[src/rtl/pll_reset_seq.sv]
// pll_reset_seq: PLL lock / reset sequencer.
//
// Synchronizes the raw PLL lock. It releases the downstream reset only after
// the lock has been stable for LOCK_WAIT_CYC cycles. If no lock arrives
// within TIMEOUT_CYC cycles, it pulses the PLL lock-detector reset. After
// MAX_RETRY retries (legal range 0..15) it parks in a terminal fault state.
//
// Ports:
//   clock_in          in   free-running reference clock
//   rst_in            in   asynchronous active-high reset
//   pll_lock_in       in   raw PLL lock, asynchronous to clock_in
//   pll_stdy_rst_out  out  PLL USR_LOCKED_STDY_RST pulse
//   sys_rst_out       out  active-high downstream reset (low only in RUN)
//   locked_out        out  high while running with lock
//   lost_out          out  sticky: lock lost while running
//   fault_out         out  sticky: retries exhausted
//   retry_cnt_out     out  retries issued (saturating)
//
// Build option: define PLL_SEQ_RELOCK_EN to restart the full lock sequence
// on lock loss in RUN. Otherwise the block stays in RUN with the reset
// released, and locked_out follows the synchronized lock.

module pll_reset_seq #(
    parameter int unsigned LOCK_WAIT_CYC = 16,
    parameter int unsigned TIMEOUT_CYC   = 100,
    parameter int unsigned MAX_RETRY     = 3,
    parameter int unsigned RST_PULSE_CYC = 4
) (
    input  logic       clock_in,
    input  logic       rst_in,
    input  logic       pll_lock_in,
    output logic       pll_stdy_rst_out,
    output logic       sys_rst_out,
    output logic       locked_out,
    output logic       lost_out,
    output logic       fault_out,
    output logic [3:0] retry_cnt_out
);

    // One shared counter serves as lock timer, stability count and pulse width.
    localparam int unsigned MaxAb  = (LOCK_WAIT_CYC > TIMEOUT_CYC) ? LOCK_WAIT_CYC : TIMEOUT_CYC;
    localparam int unsigned CntMax = (MaxAb > RST_PULSE_CYC) ? MaxAb : RST_PULSE_CYC;
    localparam int unsigned CW     = $clog2(CntMax + 1);

    localparam logic [CW-1:0] LockLast    = CW'(LOCK_WAIT_CYC - 1);
    localparam logic [CW-1:0] TimeoutLast = CW'(TIMEOUT_CYC - 1);
    localparam logic [CW-1:0] PulseLast   = CW'(RST_PULSE_CYC - 1);
    localparam logic [3:0]    RetryMax    = 4'(MAX_RETRY);

    typedef enum logic [2:0] {
        StWaitLock,
        StStable,
        StRetry,
        StRun,
        StFault
    } state_e;

    state_e        r_state;
    logic [CW-1:0] r_cnt;
    logic          r_sync1;
    logic          r_sync2;
    logic          r_stdy_rst;
    logic          r_sys_rst;
    logic          r_locked;
    logic          r_lost;
    logic          r_fault;
    logic [3:0]    r_retry;
    logic          w_lock_s;

    // Two-flop synchronizer. Only w_lock_s is used downstream.
    always_ff @(posedge clock_in or posedge rst_in) begin
        if (rst_in) begin
            r_sync1 <= 1'b0;
            r_sync2 <= 1'b0;
        end else begin
            r_sync1 <= pll_lock_in;
            r_sync2 <= r_sync1;
        end
    end

    assign w_lock_s = r_sync2;

    // Outputs are registered alongside the state, so each takes its new value
    // on the same edge as the transition that causes it.
    always_ff @(posedge clock_in or posedge rst_in) begin
        if (rst_in) begin
            r_state    <= StWaitLock;
            r_cnt      <= '0;
            r_stdy_rst <= 1'b0;
            r_sys_rst  <= 1'b1;
            r_locked   <= 1'b0;
            r_lost     <= 1'b0;
            r_fault    <= 1'b0;
            r_retry    <= 4'd0;
        end else begin
            unique case (r_state)
                StWaitLock: begin
                    // Lock takes priority over a timeout on the same edge.
                    if (w_lock_s) begin
                        r_state <= StStable;
                        r_cnt   <= '0;
                    end else if (r_cnt == TimeoutLast) begin
                        r_cnt <= '0;
                        if (r_retry == RetryMax) begin
                            r_state <= StFault;
                            r_fault <= 1'b1;
                        end else begin
                            r_state    <= StRetry;
                            r_stdy_rst <= 1'b1;
                            if (r_retry != 4'hF) begin
                                r_retry <= r_retry + 4'd1;
                            end
                        end
                    end else begin
                        r_cnt <= r_cnt + CW'(1);
                    end
                end
                StStable: begin
                    if (!w_lock_s) begin
                        // Lock glitch: restart the wait without using up a retry.
                        r_state <= StWaitLock;
                        r_cnt   <= '0;
                    end else if (r_cnt == LockLast) begin
                        r_state   <= StRun;
                        r_cnt     <= '0;
                        r_sys_rst <= 1'b0;
                        r_locked  <= 1'b1;
                    end else begin
                        r_cnt <= r_cnt + CW'(1);
                    end
                end
                StRetry: begin
                    // Lock is ignored while the detector is held in reset.
                    if (r_cnt == PulseLast) begin
                        r_state    <= StWaitLock;
                        r_cnt      <= '0;
                        r_stdy_rst <= 1'b0;
                    end else begin
                        r_cnt <= r_cnt + CW'(1);
                    end
                end
                StRun: begin
`ifdef PLL_SEQ_RELOCK_EN
                    if (!w_lock_s) begin
                        r_state   <= StWaitLock;
                        r_cnt     <= '0;
                        r_sys_rst <= 1'b1;
                        r_locked  <= 1'b0;
                        r_lost    <= 1'b1;
                        r_retry   <= 4'd0;
                    end
`else
                    r_locked <= w_lock_s;
                    if (!w_lock_s) begin
                        r_lost <= 1'b1;
                    end
`endif
                end
                StFault: begin
                    r_sys_rst  <= 1'b1;
                    r_stdy_rst <= 1'b0;
                    r_fault    <= 1'b1;
                end
                default: begin
                    r_state <= StWaitLock;
                    r_cnt   <= '0;
                end
            endcase
        end
    end

    assign pll_stdy_rst_out = r_stdy_rst;
    assign sys_rst_out      = r_sys_rst;
    assign locked_out       = r_locked;
    assign lost_out         = r_lost;
    assign fault_out        = r_fault;
    assign retry_cnt_out    = r_retry;

endmodule

[config.mk]
export PLATFORM = sky130hd
export DESIGN_NAME = pll_reset_seq
export DESIGN_NICKNAME = d
export VERILOG_FILES = /design/src/rtl/pll_reset_seq.sv
export SDC_FILE = /design/constraint.sdc
export NUM_CORES = 1
export LEC_CHECK = 0
export CORE_UTILIZATION = 50
export DETAILED_ROUTE_END_ITERATION = 8
export PLACE_DENSITY_LB_ADDON = 0.1
export SYNTH_ARGS = -nofsm -noshare
export SYNTH_HDL_FRONTEND = slang
export SYNTH_SLANG_ARGS = --single-unit
[constraint.sdc]
create_clock -name clock_in -period 2.2 [get_ports clock_in]
set_clock_uncertainty 0.15 [all_clocks]
set_input_delay 0.33 -clock clock_in [delete_from_list [all_inputs] [get_ports clock_in]]
set_output_delay 0.33 -clock clock_in [all_outputs]
set_load 0.005 [all_outputs]
* Word-level counts from Yosys, hierarchy flattened
Index checks and enable logic that the tools add are counted.
** Word-level totals
- Output and inout port bits :: 9
- Input bits :: 3
- Word-level logic and storage cells :: 74
- Register bits after elaboration :: 21
** Operators by class
- Bitwise operators :: 3
- Equality and inequality tests :: 18
- Mux-type cells :: 28
- $add $sub $neg :: 2
- Reduce and logical (&&, ||, !) cells :: 13
** Operator list (number)
- two-way mux 7 bit :: 5
- one-hot mux 7 bit (4 select lines) :: 1
- two-way mux 3 bit :: 6
- != test 2 bit (second input constant) :: 7
- one-hot mux 3 bit (4 select lines) :: 1
- two-way mux 1 bit :: 11
- AND reduction 5 bit :: 2
- AND reduction 4 bit :: 2
- adder 7 x 1 -> 7 bit (second input constant) :: 1
- equality test 7 x 2 -> 1 bit (second input constant) :: 1
- equality test 7 x 4 -> 1 bit (second input constant) :: 1
- equality test 7 bit (second input constant) :: 1
- equality test 3 x 2 -> 1 bit (second input constant) :: 2
- != test 3 bit (second input constant) :: 2
- one-hot mux 1 bit (2 select lines) :: 3
- AND reduction 3 bit :: 2
- nonzero test 2 bit :: 3
- adder 4 x 1 -> 4 bit (second input constant) :: 1
- equality test 4 x 2 -> 1 bit (second input constant) :: 1
- != test 4 bit (second input constant) :: 1
- equality test 3 x 1 -> 1 bit (second input constant) :: 1
- equality test 3 bit (second input constant) :: 1
- zero test 3 bit :: 1
- NOT 1 bit :: 3
- other kinds (4) :: 4

* Depth between registers and ports, before layout
- Depth in word-level cells :: 5
- Gate-level depth with buffers :: 6
- Mapped depth without buffers :: 6

* Worst setup path before layout
Ideal clock, no wire load.
- Path kind :: register -> register
- From :: reg r_cnt[0]
- To :: reg r_cnt[0]
- Required time :: 1.925 ns
- Buffers on the path :: 0
- Slack :: 0.315 ns
- Period minus slack after synthesis :: 1.885 ns
- Library setup time :: 0.125 ns
- Stages on the path, launching flop included :: 7
- Data arrival time :: 1.610 ns
- Cell sequence :: dfrtp_1 ha_1 nor4b_2 nor3b_4 o32ai_2 a21o_1 mux2_2
** On the way
- Cells in the longest elaborated chain, start to end :: 4
- Elaborated cells between the ends (all ways) :: 10
- Those cells by class :: add/sub (1); eq/ne (3); mux (6)
** RTL lines
- from (decl) :: RTL line 59 : logic [CW-1:0] r_cnt;
- from (signal assigned) :: RTL line 115 : r_cnt <= r_cnt + CW'(1);
- from (signal assigned) :: RTL line 129 : r_cnt <= r_cnt + CW'(1);
- from (signal assigned) :: RTL line 139 : r_cnt <= r_cnt + CW'(1);
- adder 7 x 1 -> 7 bit (tied with other cells) :: RTL line 115, 129, 139
- two-way mux 7 bit, on equally long branches :: RTL line 123, 102
- two-way mux 7 bit, on equally long branches :: RTL line 119, 99
- one-hot mux 7 bit (4 select lines) (*) :: RTL line 96 : unique case (r_state)
Every way passes the cells marked *; elsewhere a longest branch is shown, timed or not.
A chain may end at the register's enable or synchronous reset.

* Final worst setup path
- From :: reg r_cnt[0]
- To :: reg r_cnt[1]
The elaborated chain is that of the path after synthesis.

==> run summary <==
Outcome - finished clean
Number of DRC violations after detailed routing - 0
Synthesis Warnings - 0
CORE AREA - 0.00200 mm²
GRT overflow - 0
Vias per Instance - 5.59
Switching power - 0.000151 W
Worst EP required - 2.29 ns
Mapped Cells - 107
RR Startpoint - r_cnt[0]
Initial Utilization - 0.539
Die height - 48.5 µm
Synth async-reset ratio - 1.00
Vias - 838
Pint - 0.000486 W
Netlist cell types - 33
Worst reg2reg setup slack - 0.19 ns
Reg power frac - 0.632
Max-slew violations - 0
Fin. Hold Viols - 0
Final count of negative-setup-slack endpoints - 0
Area Overhead vs Synth - 17.5%
Ant diodes - 0
I/O pin total - 12
Avg Cell Area, Syn - 10.1 µm²
WL/cell - 13.1 µm
Final TNS setup - 0 ns
P per Cell Area - 502 mW/mm²
# rows - 16
#FFs+latches synth - 21
Dpl cells - 145
RSZ-0062 raised after global routing - no
Slew HR - 0.639
Largest net degree at the start of global routing - 15
TritonCTS clock tree - yes
Total power - 0.000637 W
Worst-path fanout max - 4
Synth cell count leaders - 20 x dfrtp_1, 11 x nor2_1, 9 x nand3_1
Mapped Area - 0.00108 mm²
Worst Hold Class - in -> async
Post-synth EDFFs - 0
Final wirelength - 1.96 mm
Setup crit start kind - flip-flop
Post-CTS Resized - 0
H-tree depth - 1
Nets - 129
Main area contributors after synthesis - dfrtp_1 46%, nand3_1 4.2%, nor2_1 3.8%
Slew @ Worst Pin - 0.538 ns
Min Tclk post-route - 2.01 ns
Yosys top cell by area - dfrtp_1
CP arrival - 2.10 ns
Register area share after synthesis - 0.488
Hold buffer count at cts - 0
Worst Setup End Kind - flip-flop
Clock share of power - 0.295
Clk sinks - 21
Leak - 0.560 nW
RePlAce Congestion - 0.868
Vias in the first global route - 773
Fin util - 0.634
Comb pwr share - 0.074
Initial DRT Pass Iterations - 4
TritonCTS buffer count - 3
1st-iter DRT viols - 27
Initial antenna violation count - 0
WHS - 0.173 ns
Maximum clock path buffer count - 2
Port Buf Inserts - 11
Synth top area share - 0.463
Fraction of layout cells with a size suffix above 1 - 0.154
First-pass GRT wire length - 3.54 mm
Syn_nets - 112
Die ar. - 0.00235 mm²
HPWL Detailed - 1.46 mm
Root buf cell - clkbuf_4
WS Path Type - reg -> reg
Final Instance Count excl. Fillers - 150
Peak supply drop - 470 µV
GRT Overall Usage - 0.199
Die W - 48.5 µm
Clk pin slew, worst setup/hold paths - 0.12 ns
Worst-skew pair later-pin latency - 0.31 ns
Most used DFF post-synth - dfrtp_1
Final Cycle Share - 0.911
R2r endpoint - r_cnt[1]
Worst r2r path cells - 6
Sw Ratio - 0.238
Most common cell in the netlist - dfrtp_1
Post-route ant nets - 0
Maxcap violations - 0
FMAX - 499 MHz
cells by family after synthesis:
group | Yosys count | share of synthesized area
and+or+nand+nor | 41 | 0.212
AOI/OAI and AO/OA | 27 | 0.177
DFF | 21 | 0.488
buffers and inverters | 8 | 0.0278
xor gates and xnor gates | 5 | 0.0406
muxes | 3 | 0.0313
adders and majority gates | 2 | 0.0232
placed cells by master (no fill, tap or decap), types with 3 or more instances in the layout:
cell,Yosys,routed
clkbuf_4,0,3
a22o_1,3,3
nor2_1,11,11
a221oi_1,3,3
nand2_1,8,8
mux2_2,3,3
dfrtp_1,20,20
nand3_1,9,9
xnor2_1,3,3
inv_1,6,6
clkdlybuf4s50_1,0,11
o31ai_1,3,3
a21oi_1,8,8
o21ai_0,3,3
buf_4,0,3
registers in the layout (all words and copies together), names as in the netlist:
register / cells
r_state: 3
retry_cnt_out: 4
locked_out: 1
sys_rst_out: 1
r_sync1: 1
pll_stdy_rst_out: 1
lost_out: 1
r_sync2: 1
fault_out: 1
r_cnt: 7
layout make-up:
type	instances	area [µm²]
timing repair buffer	14	133
fill	167	733
tap	27	33.8
inverter	6	22.5
clock buffer	3	22.5
clock inverter	1	7.51
sequential	21	527
multi-input combinational	78	523
routing by layer:
layer	up-vias	share of wire	track usage
li1	421	-	-
met5	-	0	0
met2	12	0.44	0.282
met4	0	0.021	0.103
met3	4	0.022	0.0377
met1	401	0.52	0.290
power by group through the flow:
stage,registers (W),clock network [W],logic (W)
finish,0.000402,0.000188,0.0000469
detailed placement,0.000410,0,0.0000464
global route,0.000404,0.000217,0.0000528
CTS,0.000402,0.000199,0.0000465
floorplan,0.000407,0,0.0000344
global placement,0.000409,0,0.0000453
how the worst max path moves through the flow:
| stage | from | to | cells past startpoint |
|---|---|---|---|
| 2_1_floorplan | r_cnt[0] | r_cnt[0] | 6 |
| 3_3_place_gp | r_cnt[0] | r_cnt[0] | 6 |
| 3_5_place_dp | r_cnt[0] | r_cnt[0] | 6 |
| 4_1_cts | r_cnt[0] | r_cnt[0] | 6 |
| 5_1_grt | r_cnt[0] | r_cnt[6] | 6 |
| 6_report | r_cnt[0] | r_cnt[1] | 6 |
stage by stage:
step	setup WS, ns	instance area, µm²
after floorplan	0.315	1080
after global placement	0.236	1230
after detailed placement	0.164	1230
after CTS	0.147	1260
after global routing	0.0284	1270
final	0.195	1270
worst max-delay path, cell delays in order (launching register included):
cell and delay [ns]:
dfrtp_1 0.41, ha_1 0.23, nor4b_2 0.17, and3_2 0.22, nor4_1 0.41, a21o_1 0.19
a22o_1 0.16
what timing repair did:
item	4_1_cts	5_1_grt
hold endpoints to repair	0	0
setup endpoints to repair	0	1
buffers inserted	0	1
(Power assumes the default switching activity.)
